### config.mk
export PLATFORM = sky130hd
export DESIGN_NAME = gray_timer_ctrl
export DESIGN_NICKNAME = d
export VERILOG_FILES = /design/src/rtl/gray_timer_pkg.sv /design/src/rtl/gray_counter.sv /design/src/rtl/gray_timer_ctrl.sv
export SDC_FILE = /design/constraint.sdc
export NUM_CORES = 1
export LEC_CHECK = 0
export CAP_MARGIN = 20
export CORE_ASPECT_RATIO = 1.1
export CORE_MARGIN = 4
export CORE_UTILIZATION = 52
export CTS_CLUSTER_DIAMETER = 50
export DETAILED_ROUTE_END_ITERATION = 7
export PLACE_DENSITY = 0.92
export SLEW_MARGIN = 20
export SYNTH_ARGS = -nofsm -noshare
export SYNTH_HDL_FRONTEND = slang
export SYNTH_HIERARCHICAL = 1
export SYNTH_SLANG_ARGS = --single-unit
### constraint.sdc
create_clock -name clk -period 3.5 [get_ports clk]
set_clock_uncertainty 0.05 [all_clocks]
set_input_delay 0.35 -clock clk [delete_from_list [all_inputs] [get_ports clk]]
set_output_delay 0.35 -clock clk [all_outputs]
set_load 0.005 [all_outputs]
### src/rtl/gray_timer_pkg.sv
// Shared definitions for the gray timer: FSM state encoding and the
// binary/gray conversion helpers used by the controller and the counter.
// Helpers work on 32-bit values; callers zero-extend and truncate with casts.
package gray_timer_pkg;

  typedef enum logic [1:0] {
    ST_IDLE = 2'd0,
    ST_LOAD = 2'd1,
    ST_RUN  = 2'd2
  } state_t;

  function automatic logic [31:0] bin2gray(input logic [31:0] b);
    return b ^ (b >> 1);
  endfunction

  function automatic logic [31:0] gray2bin(input logic [31:0] g);
    logic [31:0] b;
    b[31] = g[31];
    for (int i = 30; i >= 0; i--) begin
      b[i] = b[i+1] ^ g[i];
    end
    return b;
  endfunction

endpackage

### src/rtl/gray_counter.sv
// N-bit gray-code counter with synchronous load and enable.
// Ports:
//   clk        in  clock, posedge
//   load       in  load load_value (gray) on next edge; has priority
//   load_value in  gray value to load
//   enable     in  advance one gray step on next edge (wraps 2^N-1 -> 0)
//   q          out current gray count
// No reset: contents are undefined until the first load.
module gray_counter
  import gray_timer_pkg::*;
#(
  parameter int N = 4
) (
  input  logic         clk,
  input  logic         load,
  input  logic [N-1:0] load_value,
  input  logic         enable,
  output logic [N-1:0] q
);

  logic [N-1:0] q_q;
  logic [N-1:0] q_d;
  logic [N-1:0] bin_next;

  always_comb begin
    bin_next = N'(gray2bin(32'(q_q))) + N'(1);
    q_d      = q_q;
    if (load) begin
      q_d = load_value;
    end else if (enable) begin
      q_d = N'(bin2gray(32'(bin_next)));
    end
  end

  always_ff @(posedge clk) begin
    q_q <= q_d;
  end

  assign q = q_q;

endmodule

### src/rtl/gray_timer_ctrl.sv
// Programmable one-shot / periodic timer built around a gray_counter.
// The controller loads the start value, enables counting, detects the
// terminal count directly on the gray output and pulses done.
// Optional macro GRAY_TIMER_PRESCALE_EN adds a psc input and a down-counter
// prescaler so RUN only acts once every psc+1 cycles.
// Ports:
//   clk          in  clock, posedge
//   rstn         in  asynchronous reset, active-low
//   start        in  start request, sampled in IDLE only
//   stop         in  abort request, honoured in LOAD/RUN
//   periodic     in  auto-reload at terminal count (latched on start)
//   start_value  in  binary first count (latched on start)
//   end_value    in  binary terminal count (latched on start)
//   psc          in  prescale divisor minus one (GRAY_TIMER_PRESCALE_EN only)
//   busy         out high in LOAD/RUN
//   done         out one-cycle pulse at terminal count
//   cnt_valid    out q_gray defined (set by the first load)
//   q_gray       out gray count from the counter
//
// state | meaning
// IDLE  | waiting for start; counter holds
// LOAD  | one cycle loading gray(start_value) into the counter
// RUN   | counting toward end_value; done at terminal count
module gray_timer_ctrl
  import gray_timer_pkg::*;
#(
  parameter int N     = 4,
  parameter int PSC_W = 8
) (
  input  logic             clk,
  input  logic             rstn,
  input  logic             start,
  input  logic             stop,
  input  logic             periodic,
  input  logic [N-1:0]     start_value,
  input  logic [N-1:0]     end_value,
`ifdef GRAY_TIMER_PRESCALE_EN
  input  logic [PSC_W-1:0] psc,
`endif
  output logic             busy,
  output logic             done,
  output logic             cnt_valid,
  output logic [N-1:0]     q_gray
);

  if (N < 2 || PSC_W < 1) begin : g_bad_param
    $error("gray_timer_ctrl: requires N >= 2 and PSC_W >= 1");
  end

  state_t       state_q, state_d;
  logic         periodic_q, periodic_d;
  logic [N-1:0] start_gray_q, start_gray_d;
  logic [N-1:0] end_gray_q, end_gray_d;
  logic         cnt_valid_q, cnt_valid_d;

  logic         cnt_load;
  logic         cnt_enable;
  logic         term;
  logic         tick;

`ifdef GRAY_TIMER_PRESCALE_EN
  logic [PSC_W-1:0] psc_l_q, psc_l_d;
  logic [PSC_W-1:0] psc_cnt_q, psc_cnt_d;

  assign tick = (psc_cnt_q == '0);

  always_comb begin
    psc_l_d   = psc_l_q;
    psc_cnt_d = psc_cnt_q;
    if (state_q == ST_IDLE && start) begin
      psc_l_d = psc;
    end
    if (state_q == ST_LOAD) begin
      psc_cnt_d = psc_l_q;
    end else if (state_q == ST_RUN) begin
      psc_cnt_d = tick ? psc_l_q : psc_cnt_q - PSC_W'(1);
    end
  end

  always_ff @(posedge clk or negedge rstn) begin
    if (!rstn) begin
      psc_l_q   <= '0;
      psc_cnt_q <= '0;
    end else begin
      psc_l_q   <= psc_l_d;
      psc_cnt_q <= psc_cnt_d;
    end
  end
`else
  assign tick = 1'b1;
`endif

  // Compare in the gray domain; end_value was converted once at start.
  assign term = (q_gray == end_gray_q);

  always_comb begin
    state_d      = state_q;
    periodic_d   = periodic_q;
    start_gray_d = start_gray_q;
    end_gray_d   = end_gray_q;
    cnt_valid_d  = cnt_valid_q;
    cnt_load     = 1'b0;
    cnt_enable   = 1'b0;
    done         = 1'b0;

    case (state_q)
      ST_IDLE: begin
        if (start) begin
          periodic_d   = periodic;
          start_gray_d = N'(bin2gray(32'(start_value)));
          end_gray_d   = N'(bin2gray(32'(end_value)));
          state_d      = ST_LOAD;
        end
      end
      ST_LOAD: begin
        if (stop) begin
          state_d = ST_IDLE;
        end else begin
          cnt_load    = 1'b1;
          cnt_valid_d = 1'b1;
          state_d     = ST_RUN;
        end
      end
      ST_RUN: begin
        // stop beats a simultaneous terminal count
        if (stop) begin
          state_d = ST_IDLE;
        end else if (tick) begin
          if (term) begin
            done = 1'b1;
            if (periodic_q) begin
              cnt_load = 1'b1;
            end else begin
              state_d = ST_IDLE;
            end
          end else begin
            cnt_enable = 1'b1;
          end
        end
      end
      default: state_d = ST_IDLE;
    endcase
  end

  always_ff @(posedge clk or negedge rstn) begin
    if (!rstn) begin
      state_q      <= ST_IDLE;
      periodic_q   <= 1'b0;
      start_gray_q <= '0;
      end_gray_q   <= '0;
      cnt_valid_q  <= 1'b0;
    end else begin
      state_q      <= state_d;
      periodic_q   <= periodic_d;
      start_gray_q <= start_gray_d;
      end_gray_q   <= end_gray_d;
      cnt_valid_q  <= cnt_valid_d;
    end
  end

  assign busy      = (state_q != ST_IDLE);
  assign cnt_valid = cnt_valid_q;

  gray_counter #(.N(N)) u_counter (
    .clk        (clk),
    .load       (cnt_load),
    .load_value (start_gray_q),
    .enable     (cnt_enable),
    .q          (q_gray)
  );

endmodule

# After elaboration in Yosys (flattened, before gate mapping)
# Index checks and enable logic that the tools add are counted.
dict set report word_totals {
  regBits 16
  output_inout_bits 7
  word_cells 45
}
dict set report op_classes {
  n_addsub 1
  n_eq_ne 6
  n_mux 19
  bitwise 7
  n_reduce_logical 6
}
# cell count
set ops {}
lappend ops {{$xor A4 B3 Y4} 3}
lappend ops {{$mux W1} 10}
lappend ops {{$mux W2} 5}
lappend ops {{$mux W4} 2}
lappend ops {{$ne A3 B3 Y1 const B} 2}
lappend ops {{$pmux W2 S3} 1}
lappend ops {{$add A4 B1 Y4 const B} 1}
lappend ops {{$eq A4 B4 Y1} 1}
lappend ops {{$reduce_and A2 Y1} 2}
lappend ops {{$reduce_bool A2 Y1} 2}
lappend ops {{$reduce_and A3 Y1} 1}
lappend ops {{$xor A1 B1 Y1} 3}
lappend ops {{$eq A2 B1 Y1 const B} 1}
lappend ops {{$eq A2 B2 Y1 const B} 1}
lappend ops {{$logic_not A2 Y1} 1}
lappend ops {{$ne A2 B2 Y1 const B} 1}
lappend ops {{$pmux W1 S2} 1}
lappend ops {{$not A1 Y1} 1}

# Logic depth before layout (Yosys ltp)
dict set report logic_depth {
  word_depth 7
  depth_mapped 8
  depth_no_buf 7
}

# Hierarchy
# The synthesis kept the hierarchy.
# mod n_inst cells_per_inst area_each_um2
set modules_own_cells {}
lappend modules_own_cells {gray_timer_ctrl 1 58 636.9}
lappend modules_own_cells {gray_counter 1 25 271.5}

# Worst setup path before layout
# No wires, ideal clock.
dict set report synth_path {
  kind {register to register}
  start {register u_counter.q_q[0], in the netlist u_counter/q[0]}
  end {register u_counter.q_q[0], in the netlist u_counter/q[0], data pin}
  arrival_time_ps 1704
  required_ps 3190
  setup_slack_ps 1486
  stages_incl_launch_ff 7
  n_path_buf 1
  path_cell_list {edfxtp_1 -> xnor2_1 -> nand4_2 -> o21ai_0 -> and2_1 -> clkbuf_1 -> mux2_2}
}
dict set report synth_via {
  elab_chain_len 5
  elab_cells_between_ends 9
}
# item line
set synth_lines {}
lappend synth_lines {{start, declared} gray_counter.sv:21} ;# logic [N-1:0] q_q;
lappend synth_lines {{start signal, assigned} gray_counter.sv:36} ;# q_q <= q_d;
lappend synth_lines {{$eq A4 B4 Y1} gray_timer_ctrl.sv:94} ;# assign term = (q_gray == end_gray_q);
lappend synth_lines {{$mux W1} gray_timer_ctrl.sv:129} ;# if (term) begin
lappend synth_lines {{$mux W1} gray_timer_ctrl.sv:126} ;# if (stop) begin
lappend synth_lines {{$pmux W1 S2} gray_timer_ctrl.sv:106} ;# case (state_q)
lappend synth_lines {{named net cnt_load} gray_timer_ctrl.sv:56} ;# logic cnt_load;
lappend synth_lines {{$mux W4} gray_counter.sv:28} ;# if (load) begin
lappend synth_lines {{named net u_counter.q_d[0]} gray_counter.sv:22} ;# logic [N-1:0] q_d;
# The timed path passes the listed nets, and every way through them passes these cells. The select of a mux whose other input is x is not followed.
# A chain may end at the register's enable or synchronous reset.

# Worst setup path after layout
dict set report layout_path {
  start {register u_counter.q_q[0], in the netlist u_counter/q[0]}
  end {output done}
}
dict set report layout_via {
  elab_chain_len 4
}
# item line
set layout_lines {}
lappend layout_lines {{$eq A4 B4 Y1} gray_timer_ctrl.sv:94}
lappend layout_lines {{$mux W1} gray_timer_ctrl.sv:129}
lappend layout_lines {{$mux W1} gray_timer_ctrl.sv:126}
lappend layout_lines {{$mux W1} gray_timer_ctrl.sv:106}
lappend layout_lines {{end, declared} gray_timer_ctrl.sv:41} ;# output logic done,
# Every way passes these cells.

==> impl_results.md <==
* R2r setup slk at 1.34 ns
* Post-synthesis instance total at 83
* Syn_area_per_cell at 10.9 um2
* Antenna viol nets, final at 0
* GRT Total Usage at 16.7%
* Crit path required time at 3.10 ns
* TritonCTS buffer count at 3
* Largest net degree at the start of global routing at 16
* P&R area growth vs syn at 24.9%
* Post-CTS Resized at 0
* Vias in the first global route at 660
* H-tree depth at 1
* Post-synthesis simple-gate area fraction at 11.8%
* Number of remaining DRC errors at 0
* Yosys reg bits at 16
* CTS tree: yes
* Leak at 0.480 nW
* Fmax at 0.423 GHz
* Status: finished, final reports clean
* R2r worst-path depth at 7
* Postcts setup bufs at 0
* Post-synthesis mux area share at 8.26%
* Slew @ Worst Pin at 0.526 ns
* Fraction of layout cells with a size suffix above 1 at 12.6%
* Post-Syn Nets at 100
* Compound-cell area share of the yosys netlist at 9.37%
* Crit-path cells: xnor2_1, nand4_2, nor3b_1, clkdlybuf4s50_1
* Synth Cell Area at 908 um2
* RR Startpoint: u_counter/q[3]
* Most numerous cell in the Yosys netlist: xnor2_1
* Clock sinks at 16
* CTS Buffer Depth at 2
* Endpoints failing hold at 0
* Post-DP HPWL at 1430 um
* # hold bufs at CTS at 0
* EDFF count, synth at 4
* Initial antenna violation count at 0
* Worst EP arrival at 1.96 ns
* Dominant cells by area after synthesis: dfrtp_1, edfxtp_1, xnor2_1
* Synth Area in XOR/XNOR at 15.0%
* Synth cell types at 24
* Asr flop ratio synth at 75.0%
* Yosys top cell area share at 33.1%
* Initial DRC Count at 6
* Cell family with most CP delay: buffers and inverters
* I/O pins at 20
* Yosys warnings at 6
* Pwr Density at 833 mW/mm2
* Clk root buf: clkbuf_4
* Vias at 630
* Slowest cell delay on critical path at 0.52 ns
* Largest family of logic cells by synthesized area: XOR/XNOR gates
* # diodes at 0
* # nets final at 122
* Pre-Repair DR Iteration Count at 4
* Crit-path slowest cell: clkdlybuf4s50_1
* Relative slew slack at 64.8%
* Die Area at 0.00248 mm2
* Final Max Tran Viols at 0
* Area leader, netlist: dfrtp_1
* Fillers at 128
* Post-synth top flop: dfrtp_1
* RSZ-0062 raised after global routing: no
* Rows at 15
* Final GP Congestion at 0.773
* Die height at 51.8 um
* Wire per inst at 14.0 um
* Skew-Pair Late Insertion Delay at 0.29 ns
* FF-to-FF End: u_counter/q[2]
* Routed WL at 1680 um
* Post-Synth Adder-Cell Area at 5.51%
* CP max FO at 7
* Setup TNS at 0 ns
* Min cycle time layout at 2.36 ns
* First-pass GRT wire length at 2840 um
* Width of the die at 47.9 um
* Vias per inst at 5.25
* Starting density of the core at 56.3%
* Grt ovf at 0
* Max-Cap Viols at 0
* Cell types with the highest counts after synthesis: xnor2_1, dfrtp_1, nand2_1, inv_1, o21ai_0
* Critical path startpoint category: flip-flop
* Final setup viols at 0
* Period utilisation layout at 67.5%
* Final core occ at 70.3%
* Min Hold Slack at 0.351 ns
* Crit. End Element: output pin
* PortBufs at 19
* Core Region at 0.00161 mm2
* Critical path buffer and inverter count at 1
* Clock-pin transition on the worst setup and hold timing paths at 0.09 ns
* IR drop worst, VDD at 0.392 mV
* Sequential element share of the synthesized area at 46.3%
* HP Class: input pin to asynchronous set/reset pin
* CP Class: flip-flop to output pin
## final cells by class
| type | instances | area (um2) | share of cell area (%) |
|---|---|---|---|
| Tap cell | 17 | 21.3 | 1.87 |
| Sequential cell | 16 | 420 | 37.0 |
| Inverter | 7 | 26.3 | 2.32 |
| Clock buffer | 3 | 22.5 | 1.98 |
| Multi-Input combinational cell | 58 | 454 | 40.0 |
| Timing Repair Buffer | 19 | 190 | 16.8 |
## how the worst max path moves through the flow
| stage | from | end | depth (start not counted) |
|---|---|---|---|
| after floorplan | u_counter/q[0] | u_counter/q[0] | 6 |
| after CTS | u_counter/q[3] | done | 4 |
| after detailed placement | u_counter/q[3] | u_counter/q[2] | 7 |
| after global placement | u_counter/q[0] | done | 4 |
| after global routing | u_counter/q[0] | done | 4 |
| final | u_counter/q[0] | done | 4 |
## worst reg2reg max path, cell delays in order (launching register included)
cell and delay [ns]:
edfxtp_1 0.49, xnor2_1 0.30, inv_1 0.08, ha_1 0.32, xnor2_1 0.14, and2_4 0.17
xnor3_1 0.34, o21ai_1 0.12
## state kept, by name, indices dropped and copies added, names as in the netlist, named ones only
register,count
u_counter/q,3
end_gray_q,4
state_q,2
cnt_valid,1
periodic_q,1
start_gray_q,4
## power by group
| group | total (mW) | internal, mW | switching, mW |
|---|---|---|---|
| clock network | 0.0960 | 0.0400 | 0.0560 |
| registers | 0.363 | 0.296 | 0.0668 |
| logic | 0.486 | 0.265 | 0.221 |
| total | 0.946 | 0.602 | 0.344 |
## per-stage QoR
stage / cell area (um2) / power, mW / setup WS, ns / instances
6_report: 1130 / 0.946 / 1.14 / 120
3_3_place_gp: 1110 / 0.822 / 1.44 / 117
3_5_place_dp: 1110 / 0.860 / 1.34 / 117
5_1_grt: 1130 / 1.02 / 0.999 / 120
4_1_cts: 1130 / 0.958 / 1.09 / 120
2_1_floorplan: 908 / 0.705 / 1.49 / 83
## cells by family after synthesis
| family | count (synthesis) |
|---|---|
| adders and majority gates | 4 |
| DFF | 16 |
| muxes | 7 |
| and+or+nand+nor | 20 |
| xor gates and xnor gates | 14 |
| AOI/OAI and AO/OA | 13 |
| buffers and inverters | 9 |
## layer usage
layer  vias up  share of wire [%]  track usage (%)
met5         -                  0                0
met4         0                2.7             9.42
met3         6                4.0             3.11
met2        12                 53             27.8
met1       292                 40             19.2
li1        320                  -                -
## layout by cell type, fill, tap and decap left out
cell type         n
and2_1            1
o21ai_0           6
nand2_1          11
edfxtp_1          4
a21o_2            1
xnor2_1          13
a31oi_4           1
ha_1              4
dfrtp_1          12
or2_2             1
clkdlybuf4s50_1  19
o21ai_1           4
mux2i_1           3
clkbuf_4          3
nor2_1            1
and3_2            1
inv_1             7
a21oi_1           1
nand3b_1          1
mux2_2            4
and2_4            1
nand2b_1          1
nand4_2           1
nor3b_1           1
xnor3_1           1
Note: power is estimated with default switching activity, not from simulation.
